--- config.mk ---
export PLATFORM = sky130hd
export DESIGN_NAME = cla_word_serial_add_ctrl
export DESIGN_NICKNAME = d
export VERILOG_FILES = /design/src/rtl/cla_word_serial_add_ctrl.sv
export SDC_FILE = /design/constraint.sdc
export NUM_CORES = 1
export LEC_CHECK = 0
export BUFFER_PORTS_ARGS = -buffer_cell sky130_fd_sc_hd__buf_4
export CAP_MARGIN = 0
export CELL_PAD_IN_SITES_DETAIL_PLACEMENT = 0
export CELL_PAD_IN_SITES_GLOBAL_PLACEMENT = 1
export CORE_MARGIN = 2
export CORE_UTILIZATION = 25
export CTS_CLUSTER_SIZE = 14
export DETAILED_ROUTE_END_ITERATION = 6
export PLACE_DENSITY_LB_ADDON = 0.1
export REMOVE_ABC_BUFFERS = 1
export SLEW_MARGIN = 20
export SYNTH_ARGS = -nofsm -noshare
export SYNTH_HDL_FRONTEND = slang
export SYNTH_SLANG_ARGS = --single-unit
--- constraint.sdc ---
create_clock -name clk -period 4.05 [get_ports clk]
set_input_delay 0 -clock clk [delete_from_list [all_inputs] [get_ports clk]]
set_output_delay 0 -clock clk [all_outputs]
set_load 0.01 [all_outputs]
--- src/rtl/cla_word_serial_add_ctrl.sv ---
// Word-serial sequencer for an external combinational CLA slice: one word per cycle, result after NUM_WORDS+1 clocks.
// Single request in flight; in_ready only in IDLE, the result is held in DONE until out_ready.
module cla_word_serial_add_ctrl #(
  parameter int WORD_W    = 8,
  parameter int NUM_WORDS = 4,
  localparam int N        = WORD_W * NUM_WORDS
) (
  input  logic              clk,
  input  logic              rst,
  input  logic              in_valid,
  output logic              in_ready,
  input  logic [N-1:0]      in_a,
  input  logic [N-1:0]      in_b,
  input  logic              in_cin,
  input  logic              in_sub,
  output logic [WORD_W-1:0] cla_a,
  output logic [WORD_W-1:0] cla_b,
  output logic              cla_cin,
  input  logic [WORD_W-1:0] cla_sum,
  input  logic              cla_cout,
  output logic              out_valid,
  input  logic              out_ready,
  output logic [N-1:0]      out_sum,
  output logic              out_cout,
  output logic              out_ovf
);

  localparam int IDX_W = (NUM_WORDS > 1) ? $clog2(NUM_WORDS) : 1;
  localparam logic [IDX_W-1:0] LAST = IDX_W'(NUM_WORDS - 1);

  typedef enum logic [1:0] {IDLE, RUN, DONE} state_t;

  state_t                           state, state_nxt;
  logic [IDX_W-1:0]                 idx;
  logic [NUM_WORDS-1:0][WORD_W-1:0] a_q, b_q, acc_q, acc_nxt, sum_q;
  logic                             carry_q, cout_q, ovf_q;
  logic                             accept, last_word;

  assign accept    = in_valid && (state == IDLE);
  assign last_word = (state == RUN) && (idx == LAST);

  always_ff @(posedge clk or posedge rst) begin
    if (rst) state <= IDLE;
    else     state <= state_nxt;
  end

  always_comb begin
    state_nxt = state;
    case (state)
      IDLE:    if (in_valid)  state_nxt = RUN;
      RUN:     if (idx == LAST) state_nxt = DONE;
      DONE:    if (out_ready) state_nxt = IDLE;
      default: state_nxt = IDLE;
    endcase
  end

  // Slice inputs come straight from registers so the slice never sees glitches.
  always_comb begin
    in_ready  = 1'b0;
    out_valid = 1'b0;
    cla_a     = '0;
    cla_b     = '0;
    cla_cin   = 1'b0;
    case (state)
      IDLE: in_ready = 1'b1;
      RUN: begin
        cla_a   = a_q[idx];
        cla_b   = b_q[idx];
        cla_cin = carry_q;
      end
      DONE:    out_valid = 1'b1;
      default: ;
    endcase
  end

  always_comb begin
    acc_nxt      = acc_q;
    acc_nxt[idx] = cla_sum;
  end

  // Result registers load only on the last word, so they stay put through the next request's RUN.
  always_ff @(posedge clk or posedge rst) begin
    if (rst) begin
      idx     <= '0;
      a_q     <= '0;
      b_q     <= '0;
      acc_q   <= '0;
      carry_q <= 1'b0;
      sum_q   <= '0;
      cout_q  <= 1'b0;
      ovf_q   <= 1'b0;
    end else if (accept) begin
      idx     <= '0;
      a_q     <= in_a;
      b_q     <= in_sub ? ~in_b : in_b;
      carry_q <= in_sub ? 1'b1 : in_cin;
    end else if (state == RUN) begin
      idx     <= idx + 1'b1;
      acc_q   <= acc_nxt;
      carry_q <= cla_cout;
      if (last_word) begin
        sum_q  <= acc_nxt;
        cout_q <= cla_cout;
        ovf_q  <= a_q[NUM_WORDS-1][WORD_W-1] ^ b_q[NUM_WORDS-1][WORD_W-1]
                ^ acc_nxt[NUM_WORDS-1][WORD_W-1] ^ cla_cout;
      end
    end
  end

  assign out_sum  = sum_q;
  assign out_cout = cout_q;
  assign out_ovf  = ovf_q;

endmodule

After elaboration in Yosys (flattened, before gate mapping)
Cells that the tools add are included.
W data, S select, Z words.
{"block": "word_totals", "regBits": 135, "input_bits": 79, "out_inout_bits": 53, "word_cells": 65}
{"block": "classes", "addsub": 1, "order_cmp": 2, "eq_ne": 6, "n_mux": 22, "bitwise": 5, "reduce_logical": 8}
{"operator": "$mux W8", "count": 5}
{"operator": "$bmux W8 S2", "count": 2}
{"operator": "$bwmux W32", "count": 1}
{"operator": "$mux W32", "count": 1}
{"operator": "$not A32 Y32", "count": 1}
{"operator": "$demux W8 S2", "count": 1}
{"operator": "$mux W2", "count": 5}
{"operator": "$mux W1", "count": 6}
{"operator": "$pmux W2 S3", "count": 1}
{"operator": "$reduce_and A3 Y1", "count": 2}
{"operator": "$eq A2 B2 Y1 const B", "count": 2}
{"operator": "$ne A2 B2 Y1 const B", "count": 2}
{"operator": "$logic_and A1 B1 Y1", "count": 3}
{"operator": "$lt A2 B3 Y1 const B", "count": 1}
{"operator": "$xor A1 B1 Y1", "count": 3}
{"operator": "$add A2 B1 Y2 const B", "count": 1}
{"operator": "$eq A2 B1 Y1 const B", "count": 1}
{"operator": "$ge A2 B1 Y1 const B", "count": 1}
{"operator": "$logic_not A2 Y1", "count": 1}
{"operator": "$ne A2 B1 Y1 const B", "count": 1}
{"operator": "$reduce_and A2 Y1", "count": 1}
{"operator": "$reduce_bool A2 Y1", "count": 1}
{"operator": "$not A1 Y1", "count": 1}

Longest topological paths before layout
{"block": "depth", "depth_word": 7, "ltp_mapped": 7, "mapped_depth_nobuf": 4}

Worst setup path after synthesis
Ideal clock, no wire load.
{"block": "synth_timing", "kind": "reg-to-reg", "start": "register idx[1]", "end": "register acc_q[0] (netlist name)", "setup_ns": 0.125, "arrival_time_ns": 1.705, "required_ns": 3.925, "path_slack_ns": 2.221, "path_stages_with_launch": 8, "n_path_buf": 3, "period_less_slack_ns": 1.829, "path_cell_list": "dfrtp_1 > buf_2 > buf_2 > inv_1 > ha_1 > buf_2 > nand2_2 > mux2_2"}
{"block": "synth_between", "elab_chain_cells": 5, "word_cells_on_any_way": 6, "classes_between": "2 x order compare; 3 x mux; 1 x reduce/logical"}
{"item": "start, declared", "line": "34", "source": "logic [IDX_W-1:0] idx;"}
{"item": "start signal, assigned", "line": "98", "source": "idx <= idx + 1'b1;"}
{"item": "$lt A2 B3 Y1 (not written as such) or $ge A2 B1 Y1 (tied branches)", "line": "78", "source": "acc_nxt[idx] = cla_sum;"}
{"item": "$logic_and A1 B1 Y1 (not written as such)", "line": "78"}
{"item": "$mux W8 (not written as such)", "line": "78"}
{"item": "$demux W8 S2 (*)", "line": "78"}
{"item": "$bwmux W32 (*)", "line": "78"}
{"item": "end signal, assigned", "line": "99", "source": "acc_q <= acc_nxt;"}
{"item": "end, declared", "line": "35", "source": "logic [NUM_WORDS-1:0][WORD_W-1:0] a_q, b_q, acc_q, acc_nxt, sum_q;"}
Every way passes the cells marked *; elsewhere a longest branch is shown, timed or not.
A chain may end at the register's enable or synchronous reset.

Worst setup path after layout
{"block": "layout_timing", "start": "register state[0]", "end": "output cla_a[6]"}
{"block": "layout_between", "elab_chain_cells": 2}
{"item": "start, declared", "line": "33", "source": "state_t state, state_nxt;"}
{"item": "start signal, assigned", "line": "44", "source": "else state <= state_nxt;"}
{"item": "$eq A2 B1 Y1", "line": "64", "source": "case (state)"}
{"item": "$mux W8", "line": "64"}
{"item": "end, declared", "line": "16", "source": "output logic [WORD_W-1:0] cla_a,"}
Every way passes these cells.

==> metrics <==
result of the run complete, no violations; cell area after layout 0.00847 mm²; largest stage delay on the critical path 0.71 ns; number of detailed-route iterations in the first pass 4; via count of the first global-routing pass 4575; final weighted congestion in routability-driven placement 0.704; cts bufs inserted 17; period utilization 55.4%; final WL 15.6 mm; WP buf/inv 2; total count of max-transition violations in the final report 0; core utilization of the finished layout 36.4%; Worst IR Drop VDD 0.289 mV; htree depth 4; die span in y 157 µm; pin slew with the least headroom to its limit 0.985 ns; Overall Power 6.38 mW; most prevalent standard cell on the critical path buf_4; pwr/cell area 753 mW/mm²; Detailed Place HPWL 10.4 mm; Die Outline Area 0.0248 mm²; die width 157 µm; clock edge transition at the registers on the reported setup and hold paths 0.05 ns; Endpoint, Worst Hold idx[1]$_DFFE_PP0P_; pre-CTS WS 1.77 ns; layout overhead on the synthesized area 44.0%; startpoint class of the critical path flop; Post-Syn Area per Cell 11.1 µm²; cell taking the most area after synthesis dfrtp_1; initial core utilization 25.3%; min-delay src in_valid; core outline area 0.0233 mm²; wire length per cell 14.7 µm; capturing point of the worst reg2reg path carry_q$_DFFE_PP0P_; R2R cell count 5; sequential element share of the synthesized area 54.4%; Cell Area, Placed 0.00711 mm²; instance count of the mapped netlist 530; critical path data required time 4.05 ns; reported max-cap violation count 0; IO Count 132; post-synthesis cell type count 23; final worst setup slack 1.80 ns; number of instances on the worst hold path 3; RSZ-0062 raised after global routing false; buffers from clock root to sink, at most 2; fraction of final layout cells with drive strength greater than 1 30.3%; worst slew slack as a fraction of its limit 34.3%; instance count after placement with tap cells included 950; number of hold-slack violations in the final timing report 0; clock latency at the later pin of the worst-skew pair 0.42 ns; number of failing setup endpoints in the final timing report 0; filler-free cell count of the finished design 1059; post-route clock skew 0.0121 ns; number of standard-cell rows in the floorplan 56; wire length of the first global-routing pass 24.8 mm; dominant cells by area after synthesis dfrtp_1, nand2_1, mux2_2, mux4_2, o21ai_0; number of warning messages in the yosys log 0; cell with the biggest individual delay on the critical path nor2b_2; class of the tightest hold or removal check in2reg; gr ovfl total 0; fillcell total 2375; worst hold margin 0.00710 ns; top achievable clock speed 0.445 GHz; number of sinks driven by the clock tree 128; antenna violations before repair 0; via density per instance 4.10; critical path fanouts, max 15; total global routing track utilization 13.2%; startpoint of the worst-slack reg-to-reg timing path state[1]$_DFFE_PP0P_; # diodes 0; CTS root buf clkbuf_16; slack of the worst reg-to-reg path 1.82 ns; port bufs 131; maximum number of pins on one net before global-route repair 104; combined area of all synthesized cells 0.00588 mm²; Final #Nets 811; leakage power 3.92 nW; area share of the largest cell type after synthesis 54.4%; flops & latches, synth 128; cell-by-cell listing of the critical path nor2b_2 > buf_4 > and2_1 > buf_4; WS Path Type reg2out; endpoint kind of the worst setup timing path output pin; time the worst path needs with I/O delays and setup 2.25 ns; via count 4337; number of nets with antenna violations after routing 0; accumulated negative setup slack 0 ns; detailed router's first-iteration violation count 214; cell class contributing the biggest share of worst-path delay simple AND/OR/NAND/NOR gates; Arr. time, crit path 2.25 ns; Post-CTS Setup Repair Bufs 0; number of design rule violations left after detail routing 0; clock tree from TritonCTS yes
## registers in the layout (all words and copies together), names as in the netlist
signal	count
a_q	32
b_q	32
out_sum	32
acc_q	25
idx	2
state	2
carry_q	1
out_cout	1
out_ovf	1
## worst register-to-register path, cell delays in order, from the launching register on
cell and delay, ns:
dfrtp_1 0.49, or3b_4 0.59, buf_16 0.26, nand3_1 0.12, nand3_1 0.08, dlygate4sd3_1 0.57
## routing by layer
layer | track usage (%) | wire length, µm | vias to the layer above
met3 | 3.91 | 733 | 6
met5 | 0 | 0 | -
met1 | 16.6 | 7130 | 2088
li1 | - | - | 2149
met4 | 3.51 | 125 | 0
met2 | 22.3 | 7620 | 94
## layout make-up
cell class | count | area, µm² | area share, %
sequential | 128 | 3200 | 37.8
multi-input combinational | 363 | 2470 | 29.1
timing repair buffer | 213 | 1810 | 21.4
clock buffer | 21 | 460 | 5.43
tap | 319 | 399 | 4.71
clock inverter | 11 | 114 | 1.34
inverter | 4 | 20.0 | 0.236
## synthesized netlist by cell type
library cell / instances
nand2_1: 157
dfrtp_1: 128
o21ai_0: 62
mux2_2: 33
xnor2_1: 33
mux2i_1: 25
buf_2: 22
and2_1: 17
mux4_2: 16
buf_6: 7
clkbuf_1: 6
ha_1: 5
inv_1: 4
nand2_2: 3
nand3_1: 3
nand2b_1: 2
nand3b_1: 1
nor2_1: 1
nor2b_1: 1
nor3b_2: 1
o31ai_1: 1
or3b_1: 1
xnor3_1: 1
## cells by family (layout without fill, tap and decap cells)
logic type | Yosys count | after routing | share of synthesized area (%)
buf+inv | 39 | 249 | 3.85
flops | 128 | 128 | 54.4
simple gates | 187 | 187 | 13.3
compound gates | 63 | 63 | 5.40
fa+ha+maj | 5 | 5 | 1.06
xor+xnor | 34 | 34 | 5.29
mux | 74 | 74 | 16.7
## worst max path at each step
stage | endpoint | cells after the start | from
CTS | cla_a[4] | 4 | state[0]$_DFFE_PP0P_
detailed placement | acc_q[6]$_DFFE_PP0P_ | 4 | idx[0]$_DFFE_PP0P_
floorplan | a_q[0]$_DFFE_PP0P_ | 1 | rst
global placement | acc_q[23]$_DFFE_PP0P_ | 4 | idx[0]$_DFFE_PP0P_
finish | cla_a[6] | 4 | state[0]$_DFFE_PP0P_
global route | cla_b[2] | 4 | state[0]$_DFFE_PP0P_
## cells in the final DEF, fill, tap and decap left out, drive strengths merged, types with 3 or more instances in the layout
master / count
nand2: 160
buf: 137
dfrtp: 128
dlygate4sd3: 76
o21ai: 62
mux2: 33
xnor2: 33
mux2i: 25
clkbuf: 21
and2: 17
mux4: 16
clkinv: 7
ha: 5
inv: 4
nand3: 3
## what timing repair did
| item | CTS | global route |
|---|---|---|
| gates resized for setup | 0 | 0 |
| setup endpoints to repair | 0 | 0 |
| hold buffers | 76 | 0 |
| hold endpoints to repair | 217 | 0 |
## power breakdown
part	internal, mW	switching [mW]	total (mW)
clock network	0.932	0.564	1.50
logic	1.36	1.18	2.54
registers	1.92	0.424	2.34
No activity file was read; power rests on OpenSTA's default activity.
